[src/rtl/ft_recovery_if.sv]
// Handshake bundle between the lockstep recovery controller and the core/shadow-file side.
// Valid/ready: a replay write transfers on a clock edge where replay_valid_o and replay_ready_i are both high.
interface ft_recovery_if #(
  parameter int ADDR_WIDTH = 5,
  parameter int CNT_WIDTH  = 8
);
  logic                  error_i;
  logic                  halt_ack_i;
  logic                  replay_ready_i;
  logic                  enable_o;
  logic                  halt_o;
  logic                  replay_valid_o;
  logic [ADDR_WIDTH-1:0] replay_addr_o;
  logic                  pc_restore_o;
  logic                  resume_o;
  logic                  busy_o;
  logic                  fatal_o;
  logic [CNT_WIDTH-1:0]  recov_cnt_o;
  logic [2:0]            state_dbg;

  // Controller side.
  modport master (
    input  error_i, halt_ack_i, replay_ready_i,
    output enable_o, halt_o, replay_valid_o, replay_addr_o, pc_restore_o,
           resume_o, busy_o, fatal_o, recov_cnt_o, state_dbg
  );

  // Cores / comparator side.
  modport slave (
    output error_i, halt_ack_i, replay_ready_i,
    input  enable_o, halt_o, replay_valid_o, replay_addr_o, pc_restore_o,
           resume_o, busy_o, fatal_o, recov_cnt_o, state_dbg
  );
endinterface

[src/rtl/ft_recovery_ctrl.sv]
// Lockstep error recovery sequencer: halt, drain, replay shadow GPRs, restore PC, resume.
// Optional macro REPLAY_SKIP_R0_EN: skip replaying x0 (hardwired zero).
module ft_recovery_ctrl #(
  parameter int ADDR_WIDTH   = 5,
  parameter int HALT_TIMEOUT = 64,
  parameter int CNT_WIDTH    = 8
) (
  input  logic          clk_i,
  input  logic          rst_n,
  ft_recovery_if.master bus
);

  localparam int TW = $clog2(HALT_TIMEOUT + 1);
  localparam logic [TW-1:0]         TO_LIMIT  = TW'(HALT_TIMEOUT);
  localparam logic [ADDR_WIDTH-1:0] LAST_ADDR = '1;
  localparam logic [CNT_WIDTH-1:0]  CNT_MAX   = '1;
`ifdef REPLAY_SKIP_R0_EN
  localparam logic [ADDR_WIDTH-1:0] FIRST_ADDR = ADDR_WIDTH'(1);
`else
  localparam logic [ADDR_WIDTH-1:0] FIRST_ADDR = '0;
`endif

  typedef enum logic [2:0] {
    S_IDLE   = 3'd0,
    S_HALT   = 3'd1,
    S_REPLAY = 3'd2,
    S_PC     = 3'd3,
    S_RESUME = 3'd4,
    S_FAIL   = 3'd5
  } state_t;

  state_t                state;
  logic [TW-1:0]         to_cnt;
  logic [TW-1:0]         to_next;
  logic                  enable_q;
  logic                  halt_q;
  logic                  valid_q;
  logic [ADDR_WIDTH-1:0] addr_q;
  logic                  pc_q;
  logic                  resume_q;
  logic                  busy_q;
  logic                  fatal_q;
  logic [CNT_WIDTH-1:0]  cnt_q;

  assign to_next = to_cnt + TW'(1);

  always_ff @(posedge clk_i or negedge rst_n) begin
    if (!rst_n) begin
      state    <= S_IDLE;
      to_cnt   <= '0;
      enable_q <= 1'b1;
      halt_q   <= 1'b0;
      valid_q  <= 1'b0;
      addr_q   <= '0;
      pc_q     <= 1'b0;
      resume_q <= 1'b0;
      busy_q   <= 1'b0;
      fatal_q  <= 1'b0;
      cnt_q    <= '0;
    end else begin
      pc_q     <= 1'b0;
      resume_q <= 1'b0;
      case (state)
        S_IDLE: begin
          enable_q <= 1'b1;
          busy_q   <= 1'b0;
          halt_q   <= 1'b0;
          if (bus.error_i) begin
            state    <= S_HALT;
            halt_q   <= 1'b1;
            enable_q <= 1'b0;
            busy_q   <= 1'b1;
            to_cnt   <= '0;
            addr_q   <= FIRST_ADDR;
          end
        end
        S_HALT: begin
          to_cnt <= to_next;
          // Ack beats the timeout when both land on the same edge.
          if (bus.halt_ack_i) begin
            state   <= S_REPLAY;
            valid_q <= 1'b1;
            addr_q  <= FIRST_ADDR;
          end else if (to_next == TO_LIMIT) begin
            state   <= S_FAIL;
            fatal_q <= 1'b1;
          end
        end
        S_REPLAY: begin
          if (bus.replay_ready_i) begin
            if (addr_q == LAST_ADDR) begin
              state   <= S_PC;
              valid_q <= 1'b0;
              pc_q    <= 1'b1;
            end else begin
              addr_q <= addr_q + ADDR_WIDTH'(1);
            end
          end
        end
        S_PC: begin
          state    <= S_RESUME;
          resume_q <= 1'b1;
          halt_q   <= 1'b0;
          if (cnt_q != CNT_MAX) cnt_q <= cnt_q + CNT_WIDTH'(1);
        end
        S_RESUME: begin
          state    <= S_IDLE;
          enable_q <= 1'b1;
          busy_q   <= 1'b0;
        end
        S_FAIL: begin
          // Terminal until reset; outputs keep their FAIL values.
          halt_q   <= 1'b1;
          enable_q <= 1'b0;
          busy_q   <= 1'b1;
          fatal_q  <= 1'b1;
        end
        default: state <= S_IDLE;
      endcase
    end
  end

  assign bus.enable_o       = enable_q;
  assign bus.halt_o         = halt_q;
  assign bus.replay_valid_o = valid_q;
  assign bus.replay_addr_o  = addr_q;
  assign bus.pc_restore_o   = pc_q;
  assign bus.resume_o       = resume_q;
  assign bus.busy_o         = busy_q;
  assign bus.fatal_o        = fatal_q;
  assign bus.recov_cnt_o    = cnt_q;
  assign bus.state_dbg      = state;

endmodule

[src/flat_wrapper.sv]
// flat-port wrapper written by rule: the top's interface ports become plain ports
module ft_recovery_ctrl_flat 
#(
  parameter int ADDR_WIDTH   = 5,
  parameter int HALT_TIMEOUT = 64,
  parameter int CNT_WIDTH    = 8
)
  (clk_i, rst_n, bus_error_i, bus_halt_ack_i, bus_replay_ready_i, bus_enable_o, bus_halt_o, bus_replay_valid_o, bus_replay_addr_o, bus_pc_restore_o, bus_resume_o, bus_busy_o, bus_fatal_o, bus_recov_cnt_o, bus_state_dbg);
  ft_recovery_if #(.ADDR_WIDTH(ADDR_WIDTH), .CNT_WIDTH(CNT_WIDTH)) bus_i ();
  input  logic clk_i;
  input  logic rst_n;
  input wire logic [$bits(bus_i.error_i)-1:0] bus_error_i;
  input wire logic [$bits(bus_i.halt_ack_i)-1:0] bus_halt_ack_i;
  input wire logic [$bits(bus_i.replay_ready_i)-1:0] bus_replay_ready_i;
  output wire logic [$bits(bus_i.enable_o)-1:0] bus_enable_o;
  output wire logic [$bits(bus_i.halt_o)-1:0] bus_halt_o;
  output wire logic [$bits(bus_i.replay_valid_o)-1:0] bus_replay_valid_o;
  output wire logic [$bits(bus_i.replay_addr_o)-1:0] bus_replay_addr_o;
  output wire logic [$bits(bus_i.pc_restore_o)-1:0] bus_pc_restore_o;
  output wire logic [$bits(bus_i.resume_o)-1:0] bus_resume_o;
  output wire logic [$bits(bus_i.busy_o)-1:0] bus_busy_o;
  output wire logic [$bits(bus_i.fatal_o)-1:0] bus_fatal_o;
  output wire logic [$bits(bus_i.recov_cnt_o)-1:0] bus_recov_cnt_o;
  output wire logic [$bits(bus_i.state_dbg)-1:0] bus_state_dbg;
  assign bus_i.error_i = bus_error_i;
  assign bus_i.halt_ack_i = bus_halt_ack_i;
  assign bus_i.replay_ready_i = bus_replay_ready_i;
  assign bus_enable_o = bus_i.enable_o;
  assign bus_halt_o = bus_i.halt_o;
  assign bus_replay_valid_o = bus_i.replay_valid_o;
  assign bus_replay_addr_o = bus_i.replay_addr_o;
  assign bus_pc_restore_o = bus_i.pc_restore_o;
  assign bus_resume_o = bus_i.resume_o;
  assign bus_busy_o = bus_i.busy_o;
  assign bus_fatal_o = bus_i.fatal_o;
  assign bus_recov_cnt_o = bus_i.recov_cnt_o;
  assign bus_state_dbg = bus_i.state_dbg;
  ft_recovery_ctrl #(.ADDR_WIDTH(ADDR_WIDTH), .HALT_TIMEOUT(HALT_TIMEOUT), .CNT_WIDTH(CNT_WIDTH)) u_core (.clk_i(clk_i), .rst_n(rst_n), .bus(bus_i));
endmodule
[config.mk]
export PLATFORM = sky130hd
export DESIGN_NAME = ft_recovery_ctrl_flat
export DESIGN_NICKNAME = d
export VERILOG_FILES = /design/src/rtl/ft_recovery_if.sv /design/src/rtl/ft_recovery_ctrl.sv /design/src/flat_wrapper.sv
export SDC_FILE = /design/constraint.sdc
export NUM_CORES = 1
export LEC_CHECK = 0
export CORE_ASPECT_RATIO = 1.2
export CORE_MARGIN = 1.5
export CORE_UTILIZATION = 40
export DETAILED_ROUTE_END_ITERATION = 12
export PLACE_DENSITY = 0.75
export SLEW_MARGIN = 20
export SYNTH_ARGS = -nofsm -noshare
export SYNTH_HDL_FRONTEND = slang
export SYNTH_SLANG_ARGS = --single-unit
[constraint.sdc]
create_clock -name clk_i -period 3.25 [get_ports clk_i]
set_input_delay 0.8125 -clock clk_i [delete_from_list [all_inputs] [get_ports clk_i]]
set_output_delay 0.8125 -clock clk_i [all_outputs]
set_load 0.03 [all_outputs]
Word-level counts from Yosys, hierarchy flattened
Cells that the tools add are included.
{"block": "totals", "inputBits": 5, "word_cells": 73, "regBits": 30, "out_inout_bits": 23}
{"block": "op_classes", "reduce_logical": 13, "n_addsub": 3, "n_mux": 29, "eq_ne": 16, "bitwise_logic": 1}
{"cell": "2-to-1 mux 5 bit", "n": 4}
{"cell": "2-to-1 mux 3 bit", "n": 5}
{"cell": "one-hot mux 3 bit (5 select lines)", "n": 1}
{"cell": "one-hot mux 5 bit (3 select lines)", "n": 1}
{"cell": "one-hot mux 7 bit (2 select lines)", "n": 1}
{"cell": "2-to-1 mux 1 bit", "n": 11}
{"cell": "inequality test 2 bit (second input constant)", "n": 5}
{"cell": "AND reduction 5 bit", "n": 2}
{"cell": "one-hot mux 1 bit (3 select lines)", "n": 3}
{"cell": "nonzero test 3 bit", "n": 3}
{"cell": "adder 8 x 1 -> 8 bit (second input constant)", "n": 1}
{"cell": "inequality test 8 bit (second input constant)", "n": 1}
{"cell": "adder 7 x 1 -> 7 bit (second input constant)", "n": 1}
{"cell": "equality test 7 bit (second input constant)", "n": 1}
{"cell": "2-to-1 mux 7 bit", "n": 1}
{"cell": "equality test 3 x 2 -> 1 bit (second input constant)", "n": 2}
{"cell": "equality test 3 bit (second input constant)", "n": 2}
{"cell": "nonzero test 2 bit", "n": 3}
{"cell": "adder 5 x 1 -> 5 bit (second input constant)", "n": 1}
{"cell": "equality test 5 bit (second input constant)", "n": 1}
{"cell": "inequality test 2 x 1 -> 1 bit (second input constant)", "n": 2}
{"cell": "one-hot mux 1 bit (2 select lines)", "n": 2}
{"cell": "AND reduction 2 bit", "n": 2}
{"cell": "AND reduction 4 bit", "n": 1}
{"cell": "5 further kinds", "n": 5}

Depth between registers and ports, before layout
Gate-level depths: netlist (run 1).
{"block": "logic_depth", "word_depth": 5, "mapped_depth": 6, "depth_no_buf": 6}

Worst setup path after synthesis (run 1)
OpenSTA, ideal clock, no wires.
{"block": "synth_path", "path_type": "register to register", "from": "reg u_core.addr_q[0] (netlist: u_core.bus.replay_addr_o[0])", "to": "reg u_core.addr_q[3] (netlist: u_core.bus.replay_addr_o[3])", "stages_incl_launch_ff": 7, "arrival_time_ps": 1654, "t_required_ps": 3168, "period_less_slack_ps": 1736, "slack_ps": 1514, "cell_sequence": "dfrtp_1 > ha_1 > and3_1 > ha_1 > and3b_1 > a41oi_1 > a31oi_1"}
{"block": "synth_via", "elab_chain_cells": 4, "word_cells_on_any_way": 7, "cone_classes": "add/sub (1); eq/ne (2); mux (3); reduce/logical (1)"}
{"item": "from (decl)", "line": "ft_recovery_ctrl.sv:38", "source": "logic [ADDR_WIDTH-1:0] addr_q;"}
{"item": "from (signal assigned)", "line": "ft_recovery_ctrl.sv:96", "source": "addr_q <= addr_q + ADDR_WIDTH'(1);"}
{"item": "adder 5 x 1 -> 5 bit", "line": "ft_recovery_ctrl.sv:96"}
{"item": "2-to-1 mux 5 bit", "line": "ft_recovery_ctrl.sv:91", "source": "if (addr_q == LAST_ADDR) begin"}
{"item": "2-to-1 mux 5 bit", "line": "ft_recovery_ctrl.sv:90", "source": "if (bus.replay_ready_i) begin"}
{"item": "one-hot mux 5 bit (3 select lines)", "line": "ft_recovery_ctrl.sv:63", "source": "case (state)"}
Parallel ways exist; a longest one is shown, timed or not. The select of a mux whose other input is x is not followed.
A chain may end at the register's enable or synchronous reset.

Worst setup path in the final report (run 1)
{"block": "layout_path", "from": "reg u_core.state[0] (netlist: u_core.bus.state_dbg[0])", "to": "out bus_state_dbg[0]"}
{"item": "from (decl)", "line": "ft_recovery_ctrl.sv:32", "source": "state_t state;"}
{"item": "from (signal assigned)", "line": "ft_recovery_ctrl.sv:49", "source": "state <= S_IDLE;"}
{"item": "from (signal assigned)", "line": "ft_recovery_ctrl.sv:69", "source": "state <= S_HALT;"}
{"item": "from (signal assigned)", "line": "ft_recovery_ctrl.sv:81", "source": "state <= S_REPLAY;"}
{"item": "to (decl)", "line": "flat_wrapper.sv:24", "source": "output wire logic [$bits(bus_i.state_dbg)-1:0] bus_state_dbg;"}
No word-level cell between the ends.

==> results.md, run 1 <==
* Vias at 1300
* HP Class: flip-flop to flip-flop
* Non-filler cells, final at ~220
* Syn_nets at between 150 and 200
* Core area at about 3600 um2
* Leakage power at just over 0.8 nW
* Post-CTS Repair Setup Buffers at 0
* Yosys warnings at 0
* IO Count at 28
* Ys flop type: dfrtp_1
* Hold-fix buffers at CTS at 0
* Crit path time final at ~2.5 ns
* Critical Setup Path Class: flip-flop to output pin
* Setup TNS at 0 ns
* Multi-input gate area at a little under 700 um2
* Mean post-synth cell area at 9.75 um2
* Max Cap Viol at 0
* Pwr Density at around 810 nW/um2
* Worst ir drop on vdd at between 0.4 and 0.5 mV
* Post-synth ARST share at 100%
* Root buf cell: clkbuf_8
* Slew Limit Fails at 0
* Setup violations, final at 0
* Effective utilization at floorplan at approximately two fifths
* # H-tree levels at 2
* EDFF count, synth at 0
* CTS Sinks at 30
* Ant. Diodes at 0
* Vias/cell at between 5 and 6
* Clk Latency, worst-skew pair at around 0.28 ns
* Critical path, cell by cell: clkdlybuf4s50_1
* Synth top area share at roughly half
* Layout cell share with drive strength beyond 1 at roughly 6%
* Nets@finish at around 190
* Gr usage total at roughly 17%
* Seq pwr share at about two fifths
* Worst Hold Slack at 0.508 ns
* Slew HR at between 60% and 70%
* Startpoint Class: flip-flop
* Syn Std Cell Area at ~1500 um2
* Die ar. at approximately 4100 um2
* Initial DRC count at between 70 and 80
* Vias in the first global route at around 1200
* Peak fanout along the critical path at 17
* Die width at approximately 59 um
* Global-route wire length before repair at around 5.3 mm
* Syn Inst Count at roughly 150
* Internal Pwr Total at between 0.0008 and 0.0009 W
* Die height at ~70 um
* Synth area leaders: dfrtp_1 (49%), nand2_1 (4.6%), o21ai_0 (4.4%), nand3_1 (4.1%), a21oi_1 (3.4%)
* Row count at 24
* Combinational Power Share at just over 40%
* Pin count of the biggest net entering global routing at 31
* Critical path's top delay family: buffers and inverters
* Cell taking the most area after synthesis: dfrtp_1
* 1st-pass router iterations at 4
* Crit end category: output pin
* I/O Buffers at 27
* Worst slew pin tran at approximately 0.51 ns
* Antenna viol nets, final at 0
* Count of final hold-check violations at 0
* Area growth, synth to finish at 25.6%
* Residual DRC count at 0
* Clock power share at 17.9%
* Unrepaired setup endpoints after global routing: no
* Max Freq at between 0.4 and 0.5 GHz
* Worst setup margin at roughly 0.75 ns
* Storage element area at around 750 um2
* Setup WS pre-CTS at ~1.0 ns
* CTS tree: yes
* Status: finished, final reports clean
* Grt total ovfl at 0
* Top cells by count, synth: dfrtp_1 (29), nand2_1 (18), o21ai_0 (13), nand3_1 (12), nor2_1 (11)
* Fillers at 330
* Max stage delay on crit path at 0.77 ns
* Most common cell in the synthesized netlist: dfrtp_1
* Dpl hpwl at approximately 2.3 mm
* Total wire length at 3.16 mm
* DR WL/cell at approximately 14 um
* GP Congestion at 0.875
* Library cells used by synthesis at 35
* Critical path's slowest cell: clkdlybuf4s50_1
* Antenna violations before repair at 0
* Worst-path clk slew at 0.06 ns
* DP Cell Count at about 210
* Worst Path Required at between 2 and 2.5 ns
* Arr. time, crit path at between 1.5 and 2 ns
* Number of CTS-inserted buffers at 5
* CTS Buffer Depth at 2
* Sw frac at a little over two fifths
* Yosys reg bits at 30
* Post-synthesis sequential area ratio at between 50 and 60%
* Post_cts resized at 0
* Final period utilization at 76.8%
* Net Switching at 0.000634 W
* Buf/Inv on CP at 1
* Clock skew at 0.00585 ns
layout make-up:
type | count | area share (%)
multi-input cells | 113 | 37.2
repair buffers | 28 | 14.9
well taps | 39 | 2.62
inverters | 4 | 0.806
clock buffers | 7 | 4.10
flip-flops and latches | 30 | 40.4
cell families (layout without fill, tap and decap cells):
| kind of cell | Yosys count | after routing | synth area share (%) |
|---|---|---|---|
| AND/OR/NAND/NOR | 60 | 60 | 20.2 |
| buffers and inverters | 9 | 39 | 2.62 |
| AO/OA/AOI/OAI | 38 | 38 | 15.8 |
| XOR/XNOR | 6 | 6 | 3.54 |
| flip-flops | 30 | 30 | 50.7 |
| multiplexers | 5 | 5 | 3.80 |
| adder cells (fa/ha/maj) | 4 | 4 | 3.38 |
registers in the layout (all words and copies together), names as in the netlist:
register	cells
u_core.bus.pc_restore_o	1
u_core.bus.fatal_o	1
u_core.bus.state_dbg	3
u_core.bus.recov_cnt_o	8
u_core.bus.replay_valid_o	1
u_core.bus.halt_o	1
u_core.bus.replay_addr_o	5
u_core.bus.enable_o	1
u_core.to_cnt	7
u_core.bus.resume_o	1
u_core.bus.busy_o	1
power by group through the flow:
stage | registers [W] | logic [W] | clock network [W]
floorplan | 0.000705 | 0.000299 | 0
global placement | 0.000623 | 0.000591 | 0
detailed placement | 0.000631 | 0.000609 | 0
CTS | 0.000625 | 0.000613 | 0.000279
global route | 0.000649 | 0.000658 | 0.000299
finish | 0.000629 | 0.000606 | 0.000270
worst paths after layout:
| kind | from | cells after the start | slack (ns) | end |
|---|---|---|---|---|
| setup / recovery | u_core.bus.state_dbg[0]$_DFFE_PN0P_ | 1 | 0.75 | bus_state_dbg[0] |
| min in group asynchronous | rst_n | 2 | 0.91 | u_core.bus.recov_cnt_o[3]$_DFFE_PN0P_ |
| setup reg to reg | u_core.bus.state_dbg[0]$_DFFE_PN0P_ | 4 | 1.49 | u_core.bus.recov_cnt_o[6]$_DFFE_PN0P_ |
| hold / removal | u_core.bus.replay_valid_o$_DFFE_PN0P_ | 1 | 0.51 | u_core.bus.replay_valid_o$_DFFE_PN0P_ |
| hold reg to reg | u_core.bus.replay_valid_o$_DFFE_PN0P_ | 1 | 0.51 | u_core.bus.replay_valid_o$_DFFE_PN0P_ |
| max in group asynchronous | rst_n | 2 | 2.01 | u_core.bus.enable_o$_DFFE_PN1P_ |
routing by layer:
layer	part of all wire, %	vias up	global-route usage, %
li1	-	612	-
met3	6.0	5	6.72
met5	0	-	0
met1	41	635	19.4
met4	1.9	0	10.4
met2	51	48	26.6
placed cells by master, fill, tap and decap left out, drive strengths merged, types with 4 or more instances in the layout:
master,instances
mux2,5
ha,4
inv,4
clkbuf,7
a21oi,10
o21ai,14
and3,4
dfrtp,29
nor2,11
clkdlybuf4s50,27
nand3,12
nand2,18
metrics by stage:
step	util, %	total power (W)	area (um2)
floorplan	-	0.00100	1480
global placement	49.5	0.00121	1790
detailed placement	49.5	0.00124	1790
CTS	51.7	0.00152	1860
global route	51.7	0.00161	1860
finish	51.7	0.00150	1860
Power figures use the tool's default switching activity.
==> run 2: changes to the inputs <==
==> constraint.sdc (replaced) <==
create_clock -name clk_i -period 2.4 [get_ports clk_i]
set_input_delay 0.6 -clock clk_i [delete_from_list [all_inputs] [get_ports clk_i]]
set_output_delay 0.6 -clock clk_i [all_outputs]
set_load 0.03 [all_outputs]
==> run 2 against run 1 <==
Sequential share of layout area shrank 0.64 points. Cell count grew 1.4%. Critical path type unchanged. Non-clock buffer count grew 2. Core utilization grew 0.83 points.
==> results.md, run 2 (synthesized netlist as in run 1, its figures left out) <==
* Status: finished, final reports clean
* Seq pwr share at 37.9% (-3.9 points)
* Effective utilization at floorplan at 41.1% (unchanged)
* Reg2reg start: u_core.bus.replay_addr_o[0]$_DFFE_PN0P_
* Non-filler cells, final at 224 (+1.4%)
* Critical Setup Path Class: flip-flop to output pin
* Critical path's top delay family: buffers and inverters
* Final period utilization at between 90% and 100%
* Clock power share at 19.5% (+1.6 points)
* Crit path to: bus_state_dbg[2]
* Most frequent cells in the layout: dfrtp_1 (29), clkdlybuf4s50_1 (27), nand2_1 (18)
* Sw frac at 42.0% (-0.11 points)
* Peak fanout along the critical path at 14 (-3)
* Critical R2R Capture: u_core.bus.replay_addr_o[3]$_DFFE_PN0P_
* DP Cell Count at 216 (+0.93%)
* Core area at 3600 um2 (unchanged)
* CTS Buffer Depth at 2 (unchanged)
* Net Switching at 0.000891 W (+40%)
* Largest register FFs at 8 (unchanged)
* Antenna viol nets, final at 0 (unchanged)
* Ant. Diodes at 0 (unchanged)
* WHS Path Cells at 1 (unchanged)
* Hold-fix buffers at CTS at 0 (unchanged)
* Row count at 24 (unchanged)
* Die height at 69.7 um (unchanged)
* Global-route wire length before repair at 5.55 mm (+4.8%)
* WP depth at 1 (unchanged)
* Crit path time final at 2.25 ns
* Worst ir drop on vdd at 0.476 mV (+11%)
* Max Freq at roughly 0.44 GHz
* Clk Latency, worst-skew pair at 0.28 ns (about the same)
* Critical path, cell by cell: clkdlybuf4s50_1
* Post-CTS Repair Setup Buffers at 0 (unchanged)
* Max stage delay on crit path at 0.77 ns (about the same)
* Worst Path Required at 1.80 ns (-0.64 ns)
* Max Cap Viol at 0 (unchanged)
* Buf/Inv on CP at 1 (unchanged)
* Setup WS pre-CTS at 0.440 ns (-0.604 ns)
* Setup violations, final at 0 (unchanged)
* Gr usage total at 17.4% (+0.29 points)
* GP Congestion at 0.904 (+3.3%)
* Leakage power at 0.840 nW (+2.5%)
* Die ar. at 4080 um2 (unchanged)
* CP startpoint: u_core.bus.state_dbg[2]$_DFFE_PN0P_
* DR WL/cell at 14.4 um (+0.44%)
* Unrepaired setup endpoints after global routing: no
* HP Class: flip-flop to flip-flop
* Root buf cell: clkbuf_8
* Pin count of the biggest net entering global routing at 31 (unchanged)
* 1st-pass router iterations at 4 (unchanged)
* Antenna violations before repair at 0 (unchanged)
* Internal reg-to-reg setup slack at 0.66 ns (-0.83 ns)
* Grt total ovfl at 0 (unchanged)
* CTS tree: yes
* Initial DRC count at 73 (+2.8%)
* Pwr Density at 1120 nW/um2 (+39%)
* Total wire length at 3.22 mm (+1.8%)
* I/O Buffers at 27 (unchanged)
* Startpoint Class: flip-flop
* # H-tree levels at 2 (unchanged)
* Commonest non-fill, non-tap cell in the layout: dfrtp_1
* Nets@finish at 193 (+1.0%)
* Fillers at 344 (+4.2%)
* Slew Limit Fails at 0 (unchanged)
* Slew HR at 64.7% (-1.2 points)
* Combinational Power Share at 42.6% (+2.3 points)
* Vias/cell at 5.79 (-1.6%)
* Post_cts resized at 0 (unchanged)
* Number of CTS-inserted buffers at 5 (unchanged)
* Vias at 1296 (-0.31%)
* Worst-path clk slew at 0.06 ns (about the same)
* IO Count at 28 (unchanged)
* CTS Sinks at 30 (unchanged)
* Clock skew at 0.00737 ns (+0.00152 ns)
* Worst slew pin tran at 0.526 ns (+0.0185 ns)
* Dpl hpwl at 2.36 mm (+1.3%)
* Setup TNS at 0 ns (unchanged)
* Worst setup margin at 0.149 ns (-0.604 ns)
* Die width at 58.6 um (unchanged)
* Crit end category: output pin
* Count of final hold-check violations at 0 (unchanged)
* Residual DRC count at 0 (unchanged)
* Arr. time, crit path at 1.65 ns (-0.03 ns)
* Critical path's slowest cell: clkdlybuf4s50_1
* Vias in the first global route at 1270 (+3.6%)
* R2r worst-path depth at 6 (+2)
* Layout cell share with drive strength beyond 1 at 8.11% (+2.1 points)
* Final total power at 0.00212 W (+41%)
* Area growth, synth to finish at 27.6%
* Internal Pwr Total at 0.00123 W (+41%)
[run 2: final cells by class]
type                    instances  area, um2  share of cell area [%]
flip-flops and latches         30        752                    39.7
multi-input cells             113        692                    36.6
repair buffers                 30        293                    15.5
clock buffers                   7       86.3                    4.56
well taps                      39       48.8                    2.58
inverters                       4       15.0                   0.794
clock inverters                 1       5.00                   0.265
[run 2: worst min path at each step]
stage / to / from
final: u_core.bus.replay_valid_o$_DFFE_PN0P_ / u_core.bus.replay_valid_o$_DFFE_PN0P_
after global routing: u_core.bus.replay_valid_o$_DFFE_PN0P_ / u_core.bus.replay_valid_o$_DFFE_PN0P_
after CTS: u_core.bus.replay_valid_o$_DFFE_PN0P_ / u_core.bus.replay_valid_o$_DFFE_PN0P_
after detailed placement: u_core.bus.replay_valid_o$_DFFE_PN0P_ / u_core.bus.replay_valid_o$_DFFE_PN0P_
after global placement: u_core.bus.replay_addr_o[3]$_DFFE_PN0P_ / u_core.bus.replay_addr_o[3]$_DFFE_PN0P_
after floorplan: u_core.bus.busy_o$_DFFE_PN0P_ / rst_n
[run 2: stage by stage]
stage	utilization [%]	cell area [um2]	hold WS [ns]
final	52.5	1890	0.497
after global routing	52.5	1890	0.519
after CTS	52.5	1890	0.499
after detailed placement	50.0	1800	0.485
after global placement	50.0	1800	0.491
after floorplan	-	1480	0.304
[run 2: power groups by stage]
stage / sequential, W / clock, W / combinational, W
after CTS: 0.000801 / 0.000426 / 0.000907
after detailed placement: 0.000811 / 0 / 0.000903
final: 0.000804 / 0.000413 / 0.000902
after floorplan: 0.000955 / 0 / 0.000405
after global placement: 0.000793 / 0 / 0.000871
after global routing: 0.000824 / 0.000437 / 0.000983
[run 2: routing by layer]
layer / vias to the layer above / GRT usage [%] / wire [um]
li1: 614 / - / -
met1: 629 / 21.4 / 1370
met2: 45 / 28.2 / 1600
met3: 8 / 5.41 / 190
met4: 0 / 6.82 / 59
met5: - / 0 / 0
